## config.mk

```make
export PLATFORM = sky130hd
export DESIGN_NAME = uart_rx_fifo
export DESIGN_NICKNAME = d
export VERILOG_FILES = /design/src/rtl/uart_pkg.sv /design/src/rtl/uart_sync_fifo.sv /design/src/rtl/uart_rx_fifo.sv
export SDC_FILE = /design/constraint.sdc
export NUM_CORES = 1
export LEC_CHECK = 0
export ABC_AREA = 1
export CORE_MARGIN = 2
export CORE_UTILIZATION = 42
export CTS_BUF_LIST = sky130_fd_sc_hd__clkbuf_4
export CTS_CLUSTER_DIAMETER = 120
export DETAILED_ROUTE_END_ITERATION = 7
export PLACE_DENSITY_LB_ADDON = 0.25
export SETUP_SLACK_MARGIN = 0.05
export SKIP_LAST_GASP = 1
export SYNTH_ARGS = -nofsm -noshare
export SYNTH_HDL_FRONTEND = slang
export SYNTH_SLANG_ARGS = --single-unit
```

## constraint.sdc

```tcl
create_clock -name clk_baud_16x -period 2.3 [get_ports clk_baud_16x]
set_input_delay 0.69 -clock clk_baud_16x [delete_from_list [all_inputs] [get_ports clk_baud_16x]]
set_output_delay 0.69 -clock clk_baud_16x [all_outputs]
set_load 0.005 [all_outputs]
```

## src/rtl/uart_pkg.sv

```systemverilog
// Shared constants and types for the parametrised UART receive path.
package uart_pkg;

  localparam int PARITY_NONE = 0;
  localparam int PARITY_EVEN = 1;
  localparam int PARITY_ODD  = 2;

  localparam int OVERSAMPLE = 16;

  localparam logic [3:0] SAMPLE_T0 = 4'd7;
  localparam logic [3:0] SAMPLE_T1 = 4'd8;
  localparam logic [3:0] SAMPLE_T2 = 4'd9;

  typedef enum logic [2:0] {
    IDLE,
    START,
    DATA,
    PARITY,
    STOP,
    BREAK_WAIT
  } rx_state_t;

  function automatic logic majority3(input logic a, input logic b, input logic c);
    return (a & b) | (a & c) | (b & c);
  endfunction

endpackage

```

## src/rtl/uart_sync_fifo.sv

```systemverilog
// Generic first-word-fall-through FIFO; a push into a full FIFO is dropped
// unless a pop happens in the same cycle.
module uart_sync_fifo #(
  parameter int WIDTH      = 8,
  parameter int DEPTH_LOG2 = 2
) (
  input  logic                  clk,
  input  logic                  reset,
  input  logic                  push,
  input  logic [WIDTH-1:0]      push_data,
  input  logic                  pop,
  output logic [WIDTH-1:0]      head_data,
  output logic                  full,
  output logic                  empty,
  output logic [DEPTH_LOG2:0]   level
);

  localparam int DEPTH = 1 << DEPTH_LOG2;
  localparam logic [DEPTH_LOG2-1:0] PTR_ONE = DEPTH_LOG2'(1);
  localparam logic [DEPTH_LOG2:0]   LVL_ONE = (DEPTH_LOG2 + 1)'(1);
  localparam logic [DEPTH_LOG2:0]   LVL_FULL = (DEPTH_LOG2 + 1)'(DEPTH);

  logic [WIDTH-1:0]      mem [DEPTH];
  logic [DEPTH_LOG2-1:0] wr_ptr;
  logic [DEPTH_LOG2-1:0] rd_ptr;
  logic                  do_push;
  logic                  do_pop;

  assign empty     = (level == '0);
  assign full      = (level == LVL_FULL);
  assign do_pop    = pop && !empty;
  assign do_push   = push && (!full || do_pop);
  // Head is masked while empty so stale storage never leaks out.
  assign head_data = empty ? '0 : mem[rd_ptr];

  always_ff @(posedge clk) begin
    if (reset) begin
      wr_ptr <= '0;
      rd_ptr <= '0;
      level  <= '0;
    end else begin
      if (do_push) wr_ptr <= wr_ptr + PTR_ONE;
      if (do_pop)  rd_ptr <= rd_ptr + PTR_ONE;
      if (do_push && !do_pop)      level <= level + LVL_ONE;
      else if (do_pop && !do_push) level <= level - LVL_ONE;
    end
  end

  always_ff @(posedge clk) begin
    if (do_push) mem[wr_ptr] <= push_data;
  end

endmodule

```

## src/rtl/uart_rx_fifo.sv

```systemverilog
// Parametrised UART receiver: 16x oversampling with 3-sample majority vote,
// feeding a FWFT FIFO of {data, frame_err, parity_err} words.
module uart_rx_fifo
  import uart_pkg::*;
#(
  parameter int DATA_BITS       = 8,
  parameter int PARITY          = 0,
  parameter int STOP_BITS       = 1,
  parameter int FIFO_DEPTH_LOG2 = 2
) (
  input  logic                     clk_baud_16x,
  input  logic                     reset,
  input  logic                     rx,
  output logic [DATA_BITS-1:0]     recv_data,
  output logic                     recv_frame_err,
  output logic                     recv_parity_err,
  output logic                     recv_valid,
  input  logic                     recv_read,
  output logic                     recv_busy,
  output logic                     recv_overrun,
  input  logic                     recv_overrun_clear,
  output logic [FIFO_DEPTH_LOG2:0] recv_level
);

  localparam int         WORD_W     = DATA_BITS + 2;
  localparam logic [3:0] LAST_TICK  = 4'(OVERSAMPLE - 1);
  localparam logic [3:0] DATA_LAST  = 4'(DATA_BITS);
  localparam logic       LAST_STOP  = 1'(STOP_BITS - 1);
  localparam logic       HAS_PARITY = (PARITY != PARITY_NONE);
  localparam logic       ODD_PARITY = (PARITY == PARITY_ODD);

  logic                 sync1;
  logic                 rxs;
  rx_state_t            state, state_nx;
  logic [3:0]           tick, tick_nx;
  logic [3:0]           bit_cnt, bit_cnt_nx;
  logic                 stop_idx, stop_idx_nx;
  logic                 s0, s1;
  logic [DATA_BITS-1:0] shreg, shreg_nx;
  logic                 frame_err, frame_err_nx;
  logic                 parity_err, parity_err_nx;
  logic                 maj;
  logic                 stop_err;
  logic                 bit_edge;
  logic                 bit_end;
  logic                 push;
  logic [WORD_W-1:0]    push_word;
  logic [WORD_W-1:0]    head_word;
  logic                 fifo_full;
  logic                 fifo_empty;

  always_ff @(posedge clk_baud_16x) begin
    if (reset) begin
      sync1 <= 1'b1;
      rxs   <= 1'b1;
    end else begin
      sync1 <= rx;
      rxs   <= sync1;
    end
  end

  assign maj       = majority3(s0, s1, rxs);
  assign stop_err  = frame_err | ~maj;
  assign bit_edge  = (tick == SAMPLE_T2);
  assign bit_end   = (tick == LAST_TICK);
  assign push_word = {shreg, stop_err, parity_err};

  always_ff @(posedge clk_baud_16x) begin
    if (reset) begin
      state      <= IDLE;
      tick       <= '0;
      bit_cnt    <= '0;
      stop_idx   <= 1'b0;
      s0         <= 1'b1;
      s1         <= 1'b1;
      shreg      <= '0;
      frame_err  <= 1'b0;
      parity_err <= 1'b0;
    end else begin
      state      <= state_nx;
      tick       <= tick_nx;
      bit_cnt    <= bit_cnt_nx;
      stop_idx   <= stop_idx_nx;
      shreg      <= shreg_nx;
      frame_err  <= frame_err_nx;
      parity_err <= parity_err_nx;
      if (tick == SAMPLE_T0) s0 <= rxs;
      if (tick == SAMPLE_T1) s1 <= rxs;
    end
  end

  // Bits are decided at tick 9; state advances on the tick-15 boundary,
  // except the last stop bit which completes the word immediately.
  always_comb begin
    state_nx      = state;
    tick_nx       = tick + 4'd1;
    bit_cnt_nx    = bit_cnt;
    stop_idx_nx   = stop_idx;
    shreg_nx      = shreg;
    frame_err_nx  = frame_err;
    parity_err_nx = parity_err;
    push          = 1'b0;
    case (state)
      IDLE: begin
        tick_nx = '0;
        if (!rxs) begin
          state_nx      = START;
          bit_cnt_nx    = '0;
          stop_idx_nx   = 1'b0;
          frame_err_nx  = 1'b0;
          parity_err_nx = 1'b0;
        end
      end
      START: begin
        if (bit_edge && maj) state_nx = IDLE;
        else if (bit_end)    state_nx = DATA;
      end
      DATA: begin
        if (bit_edge) begin
          shreg_nx   = {maj, shreg[DATA_BITS-1:1]};
          bit_cnt_nx = bit_cnt + 4'd1;
        end
        if (bit_end && bit_cnt == DATA_LAST) begin
          if (HAS_PARITY) state_nx = uart_pkg::PARITY;
          else            state_nx = STOP;
        end
      end
      uart_pkg::PARITY: begin
        if (bit_edge) parity_err_nx = ((^shreg) ^ maj) != ODD_PARITY;
        if (bit_end)  state_nx = STOP;
      end
      STOP: begin
        if (bit_edge) begin
          frame_err_nx = stop_err;
          if (stop_idx == LAST_STOP) begin
            push     = 1'b1;
            state_nx = stop_err ? BREAK_WAIT : IDLE;
          end
        end else if (bit_end) begin
          stop_idx_nx = 1'b1;
        end
      end
      BREAK_WAIT: begin
        tick_nx = '0;
        if (rxs) state_nx = IDLE;
      end
      default: state_nx = IDLE;
    endcase
  end

  assign recv_busy = (state != IDLE);

  uart_sync_fifo #(
    .WIDTH      (WORD_W),
    .DEPTH_LOG2 (FIFO_DEPTH_LOG2)
  ) u_fifo (
    .clk       (clk_baud_16x),
    .reset     (reset),
    .push      (push),
    .push_data (push_word),
    .pop       (recv_read),
    .head_data (head_word),
    .full      (fifo_full),
    .empty     (fifo_empty),
    .level     (recv_level)
  );

  assign recv_valid = !fifo_empty;
  assign {recv_data, recv_frame_err, recv_parity_err} = head_word;

  // A new overrun takes priority over a simultaneous clear.
  always_ff @(posedge clk_baud_16x) begin
    if (reset)                                                recv_overrun <= 1'b0;
    else if (push && fifo_full && !(recv_read && recv_valid)) recv_overrun <= 1'b1;
    else if (recv_overrun_clear)                              recv_overrun <= 1'b0;
  end

endmodule
```

==> results.toml, run 1 <==
[pwr]
p_leak_nw = 1.78
ir_drop_v = 0.000601
cellPowerDensity_nw_per_um2 = 946
power_mw = 3.96

[grt]
antenna_found_initial = 0
busiest_layer = "met2"
grt_start_max_net_pins = 21
overflow = 0
grt_pass1_vias = 2443
grt_use_met1 = 0.195
gr-usage-met3 = 0.0367
grtUsageTotal = 0.164
grt_pass1_wl_um = 11200
use_met2 = 0.291

[layout]
multi_input_area_um2 = 1320
area_delta_synth_final_pct = 22.1
antenna_cells = 0
layout_common_cells = "62 x nor2_1, 42 x nand2_1, 40 x inv_1, 40 x edfxtp_1, 35 x a21oi_1"
layout-drive-gt1-share = 0.222
register_area_um2 = 1940
final_common_cell = "nor2_1"
nets = 444
final_cells = 535
fillers = 711
final_util = 0.536

[cts]
clkSinkCount = 76
hold_buffers = 0
htree_num_levels = 3
cts_root_buf = "clkbuf_4"
insertion_delay_ns = 0.41
cts_buffers = 9
path_clk_slew_ns = 0.13
cts_tree = "done"
cts_buffer_depth = 2

[sta]
fin_worst_skew_ns = 0.0135
min_period_ns = 2.22
setup_tns_ns = 0
finalCritPeriodShare = 0.967
hold_violations = 0
relSlewSlack = 0.770
grt_setup_unrepaired = "yes"
setup_viol = 0
timing.fmax_mhz = 450
finalMaxSlewViolations = 0
tightest_slew_ns = 0.343

[routing]
drt_iter0_markers = 148
ant_nets = 0
drc_errors = 0
routedWlPerCell_um = 12.6
via_per_inst = 4.89
routed_wl_um = 6760
first_pass_iters = 4
vias = 2618

[setup_path]
rrSetupSlack_ns = 0.25
worstPathRequired_ns = 1.61
crit_fanout = 6
critPathCaptureType = "output port"
reg2reg_depth = 10
timing.rr.end = "u_fifo.level[1]$_SDFFE_PP0P_"
crit_type = "flop to output port"
arrival_ns = 1.53
r2r-start = "u_fifo.level[0]$_SDFFE_PP0P_"
worstSetupStartpointType = "flop"

[status]
status = "finished, final reports clean"

[worst_hold_path]
min_to = "rxs$_SDFF_PP1_"
holdCritPathClass = "flop to flop"
whs_path_depth = 1
hp-start = "sync1$_SDFF_PP1_"

[floorplan]
start_util = 0.439
dieArea_um2 = 8900
die_x_um = 94.4
core_um2 = 7810
ioPinCount = 21
dieHeight_um = 94.4
rows = 32

[yosys]
yosys_warnings = 0
avgSynthCellArea_um2 = 9.17
syn_inst = 374
synth_nets = 390
yosys.cell_types.count = 34
synth_top_area_share = 0.350
ys_ff_latch = 76
synth.area.top_cells = "edfxtp_1 35%, dfxtp_1 21%, nor2_1 6.9%"
ys_seq_area_frac = 0.560
synth_area_um2 = 3430
yosysTopAreaCell = "edfxtp_1"

[placement]
gp_congestion = 0.802
dp.cells = 507
dp.final_hpwl_um = 4580
port_buffers = 20

[run]
cap_violations = 0
power by group:
group          switching (mW)  total, mW  internal, mW
registers              0.0963       1.62          1.52
logic                   0.731       1.42         0.690
clock network           0.473      0.922         0.449
total                    1.30       3.96          2.66
logic make-up (layout without fill, tap and decap cells):
logic type / Yosys count / after routing / synth area share
simple gates: 146 / 146 / 0.198
compound gates: 82 / 82 / 0.125
flops: 76 / 76 / 0.560
buf+inv: 54 / 113 / 0.0613
fa+ha+maj: 11 / 11 / 0.0423
xor+xnor: 5 / 5 / 0.0128
cell usage after synthesis, drive strengths merged:
| library cell | count |
|---|---|
| edfxtp | 40 |
| nand3 | 18 |
| inv | 44 |
| clkinv | 1 |
| a21boi | 1 |
| xnor2 | 2 |
| dfxtp | 36 |
| clkbuf | 8 |
| o311ai | 1 |
| a21oi | 37 |
| or2 | 2 |
| xor2 | 3 |
| nand2 | 50 |
| nand4 | 1 |
| o21ai | 42 |
| nor3b | 1 |
| and3 | 1 |
| nor2 | 67 |
| nor3 | 6 |
| buf | 1 |
| o2111ai | 1 |
| ha | 10 |
| fa | 1 |
worst max-delay path, cell delays in order, from the launching register on:
cell and delay (ns):
dfxtp_4 0.39, nor3_4 0.24, buf_12 0.15, buf_6 0.10, buf_4 0.09, a21oi_1 0.04, buf_2 0.13
worst max path at each step:
stage	depth (start not counted)	slack [ns]	startpoint	end
floorplan	11	0.14	recv_read	u_fifo.level[2]$_SDFFE_PP0P_
global placement	12	-0.31	recv_read	u_fifo.level[2]$_SDFFE_PP0P_
detailed placement	12	-0.35	recv_read	u_fifo.level[2]$_SDFFE_PP0P_
CTS	7	-0.09	flop	recv_frame_err
global route	7	-0.03	flop	recv_data[7]
finish	6	0.08	u_fifo.level[1]$_SDFFE_PP0P_	recv_data[6]
sequential cells by signal, indices dropped and copies added (netlist names), 2 cells and up, named ones only:
register / count
tick: 4
u_fifo.wr_ptr: 2
u_fifo.level: 3
state: 3
bit_cnt: 4
u_fifo.rd_ptr: 2
shreg: 8
u_fifo.mem: 40
layout make-up:
type,count,share of cell area
Tap cell,102,0.0305
Inverter,45,0.0415
Timing Repair Buffer,52,0.108
Clock inverter,7,0.0236
Clock buffer,9,0.0161
Sequential cell,76,0.464
Multi-Input combinational cell,244,0.316
routing by layer:
layer	part of all wire	vias up
li1	-	1353
met3	0.038	5
met4	0.0087	0
met1	0.44	1221
met5	0	-
met2	0.52	39
metrics by stage:
stage          setup WS, ns  hold WS (ns)  cell area, um^2
2_1_floorplan         0.137         0.389             3430
3_3_place_gp         -0.308         0.397             3900
3_5_place_dp         -0.354         0.397             3900
4_1_cts             -0.0857         0.433             4130
5_1_grt             -0.0291         0.460             4190
6_report             0.0757         0.422             4190
what timing repair did:
action                     in CTS  in global routing
setup buffers                   7                  4
cloned                          0                  1
gates resized for setup        42                 31
pin swaps                       6                  7
setup endpoints to repair      12                 11
(Power assumes the default switching activity.)
==> inputs of run 2 (changes only) <==
DONT_BUFFER_PORTS = 1   (was not set)
==> run 2 against run 1 <==
  * Sequential share of layout area rose by 3.9 points
  * Routed wire length fell by 9.6%
  * Setup slack improved by 0.12 ns
  * Flip-flop and latch count did not move
  * Fmax rose by 5.6%
  * Combinational power fell by 34%
  * Final cell count fell by 7.1%
  * Die area did not move
  * Worst hold slack got worse by 0.097 ns
  * Power fell by 9.7%
  * First-iteration DRC count fell by 14%
  * Core utilization fell by 4.6 points
==> results.toml, run 2 (synthesis results as in run 1) <==
[floorplan]
dieHeight_um = 94.4
rows = 32
die_x_um = 94.4
dieArea_um2 = 8900
core_um2 = 7810
ioPinCount = 21
start_util = 0.439

[grt]
grt_start_max_net_pins = 17
busiest_layer = "met2"
grt_pass1_wl_um = 10400
grtUsageTotal = 0.153
use_met2 = 0.268
gr-usage-met3 = 0.0351
grt_pass1_vias = 2226
grt_use_met1 = 0.179
overflow = 0
antenna_found_initial = 0

[setup_path]
critPathCaptureType = "output port"
crit_fanout = 6
r2r-start = "tick[1]$_SDFF_PP0_"
timing.rr.end = "u_fifo.level[2]$_SDFFE_PP0P_"
rrSetupSlack_ns = 0.24
worstPathRequired_ns = 1.61
crit_type = "flop to output port"
reg2reg_depth = 15
arrival_ns = 1.42
worstSetupStartpointType = "flop"

[layout]
largest_reg_flops = 40
layout_common_cells = "63 x nor2_1, 42 x nand2_1, 40 x edfxtp_1, 39 x inv_1"
top_register = "u_fifo.mem"
area_delta_synth_final_pct = 11.7
largest_registers = "u_fifo.mem: 40 flops, shreg: 8 flops"
final_cells = 497
nets = 406
fin_area_um2 = 3830
antenna_cells = 0
final_common_cell = "nor2_1"
layout-drive-gt1-share = 0.152

[sta]
min_period_ns = 2.11
setup_viol = 0
setup_tns_ns = 0
grt_setup_unrepaired = "yes"
worst_slack_ns = 0.193
timing.fmax_mhz = 475
finalMaxSlewViolations = 0
tightest_slew_ns = 0.327
fin_worst_skew_ns = 0.0188
finalCritPeriodShare = 0.916
hold_violations = 0
relSlewSlack = 0.782

[placement]
dpl_worst_slack_ns = 0.0914
port_buffers = 0
place_area_um2 = 3610
dp.final_hpwl_um = 4160
gp_congestion = 0.832
dp.cells = 479

[pwr]
p_leak_nw = 1.58
ir_drop_v = 0.000830
seqPwrFrac = 0.456
power_mw = 3.58
p_sw_mw = 1.16
p_int_mw = 2.42
p_comb_frac = 0.262
cellPowerDensity_nw_per_um2 = 934
p_clk_frac = 0.283
switching_share = 0.325

[worst_hold_path]
hp-start = "reset"
whs_path_depth = 1
holdCritPathClass = "input pin to flop"
min_to = "recv_overrun$_SDFFE_PP0P_"

[cts]
clkSinkCount = 76
cts_buffer_depth = 2
path_clk_slew_ns = 0.12
cts_root_buf = "clkbuf_4"
cts_buffers = 9
insertion_delay_ns = 0.41
cts_tree = "done"
htree_num_levels = 3

[routing]
routed_wl_um = 6110
drt_iter0_markers = 127
ant_nets = 0
routedWlPerCell_um = 12.3
first_pass_iters = 4
drc_errors = 0
via_per_inst = 4.82
vias = 2397

[run]
cap_violations = 0

[status]
status = "finished, final reports clean"
==> run 2: power groups by stage <==
| stage | Clock, mW | Sequential (mW) | Combinational (mW) |
|---|---|---|---|
| final | 1.01 | 1.63 | 0.936 |
| after global routing | 1.09 | 1.65 | 1.08 |
| after CTS | 1.04 | 1.63 | 0.923 |
| after detailed placement | 0 | 1.64 | 0.908 |
| after global placement | 0 | 1.64 | 0.890 |
| after floorplan | 0 | 1.62 | 0.701 |
==> run 2: layout make-up <==
cell class	count	area, um^2
clock buffers	10	75.1
clock inverters	6	111
fillers	729	3980
inverters	45	174
multi-input cells	244	1300
flip-flops and latches	76	1930
well taps	102	128
repair buffers	13	105
repair inverters	1	7.51
==> run 2: worst max-delay path by stage <==
stage / to / depth (start not counted) / startpoint / slack, ns
global route: recv_data[0] / 5 / flop / 0.05
CTS: recv_data[3] / 5 / flop / 0.07
floorplan: u_fifo.level[2]$_SDFFE_PP0P_ / 11 / recv_read / 0.14
detailed placement: u_fifo.level[2]$_SDFFE_PP0P_ / 11 / recv_read / 0.09
global placement: u_fifo.level[2]$_SDFFE_PP0P_ / 11 / recv_read / 0.14
finish: recv_frame_err / 5 / flop / 0.19
==> run 2: layer usage <==
metal  vias up  share of wire  wire [um]
li1       1278              -          -
met1      1079           0.46       2820
met2        31           0.48       2950
met4         0          0.019        114
met3         9          0.038        231
met5         -              0          0
==> run 2: stage by stage <==
step	hold WS (ns)	utilization
6_report	0.325	0.491
5_1_grt	0.290	0.491
4_1_cts	0.291	0.488
3_5_place_dp	0.393	0.462
3_3_place_gp	0.395	0.462
2_1_floorplan	0.389	-
==> run 2: worst max-delay path: stages (launching register included) <==
cell and delay [ns]:
dfxtp_4 0.43, buf_4 0.13, nor2_1 0.04, nor2_1 0.09, o21ai_0 0.09, a21oi_1 0.22
==> run 2: timing repair <==
action | CTS | global route
endpoints found under the setup margin | 10 | 11
setup buffers | 0 | 1
pin swaps | 0 | 2
hold endpoints to repair | 0 | 0
gates resized for setup | 5 | 8
gates cloned | 1 | 0
hold buffers | 0 | 0
==> inputs of run 3 (changes only) <==
CORE_UTILIZATION = 45   (was 42)
MAX_ROUTING_LAYER = met4   (was not set)
SLEW_MARGIN = 20   (was not set)
==> run 3 against run 2 <==
  * Critical path depth fell by 1
  * Flip-flop and latch count unchanged
  * Clock skew is 0.011 ns lower
  * Sequential power is essentially flat
  * Critical path type unchanged
  * Highest routed layer unchanged
==> results.toml, run 3 (synthesis results as in run 1) <==
[status]
status = "finished, final reports clean"

[worst_hold_path]
hp-start = "reset"
whs_path_depth = 1
min_to = "recv_overrun$_SDFFE_PP0P_"
holdCritPathClass = "input pin to flop"

[grt]
grtUsageTotal = 0.165
grt_pass1_wl_um = 10400
antenna_found_initial = 0
grt_start_max_net_pins = 21
grt_pass1_vias = 2241
overflow = 0

[layout]
largest_registers = "u_fifo.mem: 40 flops, shreg: 8 flops"
antenna_cells = 0
final_util = 0.526
final_common_cell = "nor2_1"
area_delta_synth_final_pct = 12.4
largest_reg_flops = 40
top_register = "u_fifo.mem"
layout-drive-gt1-share = 0.153
final_cells = 497
nets = 409
fillers = 688
layout_common_cells = "63 x nor2_1, 42 x nand2_1, 40 x edfxtp_1, 39 x inv_1, 36 x a21oi_1"

[routing]
ant_nets = 0
met1Wirelength_um = 2880
drt_iter0_markers = 144
via_per_inst = 4.97
routed_wl_um = 6330
wl_met2_um = 3030
first_pass_iters = 4
drc_errors = 0
wl_met3_um = 308
routedWlPerCell_um = 12.7
topRoutingLayerUsed = "met4"
vias = 2469

[sta]
finalCritPeriodShare = 0.950
min_period_ns = 2.19
whs_ns = 0.329
setup_tns_ns = 0
setup_viol = 0
hold_violations = 0
tightest_slew_ns = 0.331
grt_setup_unrepaired = "yes"
worst_slack_ns = 0.115
relSlewSlack = 0.779
finalMaxSlewViolations = 0
timing.fmax_mhz = 458
fin_worst_skew_ns = 0.00801

[pwr]
p_leak_nw = 1.59
ir_drop_v = 0.000596
cellPowerDensity_nw_per_um2 = 939

[floorplan]
core_um2 = 7330
dieArea_um2 = 8340
dieHeight_um = 91.3
ioPinCount = 21
start_util = 0.468
rows = 31
die_x_um = 91.3

[setup_path]
critical-path-top-delay-family = "flip-flops"
crit_cells = 4
cp_cell_sequence = "buf_4 > clkinvlp_4 > o21ai_0 > a21oi_1"
worstPathRequired_ns = 1.61
critPathSlowestCell = "dfxtp_4"
crit_fanout = 10
reg2reg_depth = 14
path_buf_inv = 2
crit_type = "flop to output port"
critPathCaptureType = "output port"
arrival_ns = 1.50
rrSetupSlack_ns = 0.20
worstSetupStartpointType = "flop"
timing.rr.end = "u_fifo.level[2]$_SDFFE_PP0P_"
r2r-start = "state[1]$_SDFFE_PP0P_"
cpPeakStageDelay_ns = 0.42

[cts]
htree_num_levels = 3
clkSinkCount = 76
hold_buffers = 0
cts_tree = "done"
cts_buffers = 9
path_clk_slew_ns = 0.12
cts_root_buf = "clkbuf_4"
cts_buffer_depth = 2
insertion_delay_ns = 0.41

[placement]
dpl_worst_slack_ns = 0.0616
port_buffers = 0
dp.cells = 477
gp_congestion = 0.768
dp.final_hpwl_um = 4260

[run]
cap_violations = 0
-- run 3: layout make-up --
cell class | instances | area (um^2) | share of cell area
multi-input cells | 244 | 1310 | 0.339
repair inverters | 1 | 7.51 | 0.00195
inverters | 45 | 174 | 0.0451
repair buffers | 16 | 133 | 0.0344
clock inverters | 7 | 115 | 0.0299
flip-flops and latches | 76 | 1930 | 0.500
clock buffers | 9 | 67.6 | 0.0175
well taps | 99 | 124 | 0.0321
-- run 3: worst max path at each step --
stage / start / endpoint / slack (ns)
2_1_floorplan: recv_read / u_fifo.level[2]$_SDFFE_PP0P_ / 0.14
3_3_place_gp: recv_read / u_fifo.level[2]$_SDFFE_PP0P_ / 0.13
3_5_place_dp: recv_read / u_fifo.level[2]$_SDFFE_PP0P_ / 0.06
4_1_cts: flop / recv_frame_err / 0.05
5_1_grt: flop / recv_data[6] / 0.04
6_report: flop / recv_data[2] / 0.11
-- run 3: layer usage --
metal,up-vias,global-route usage
li1,1278,-
met1,1128,0.202
met2,53,0.260
met3,10,0.0382
met4,0,0.0770
met5,-,-
-- run 3: what timing repair did --
action                     in CTS  in global routing
pin swaps                       0                  1
resized for setup               4                 11
setup endpoints to repair      10                 11
cloned                          0                  1
buffers inserted                0                  3
-- run 3: report_power, final --
group / switching (mW) / leakage (nW) / total (mW) / internal [mW]
Clock: 0.462 / 0.0952 / 1.01 / 0.547
Sequential: 0.133 / 0.712 / 1.64 / 1.50
Combinational: 0.601 / 0.787 / 0.974 / 0.373
-- run 3: metrics by stage --
step / cell area (um^2) / total power, mW
after CTS: 3800 / 3.58
after floorplan: 3430 / 2.32
after detailed placement: 3610 / 2.56
after global placement: 3610 / 2.54
after global routing: 3850 / 3.85
final: 3850 / 3.62
-- run 3: worst register-to-register path, cell delays in order, from the launching register on --
cell and delay [ns]:
dfxtp_1 0.38, nor2_2 0.17, nand2_2 0.09, inv_2 0.10
nand2_4 0.08, nor2_8 0.10, nand2_4 0.05, inv_1 0.06
ha_1 0.14, inv_1 0.07, fa_2 0.35, a21oi_1 0.16
o21ai_1 0.10, o21ai_1 0.12, a21oi_1 0.05
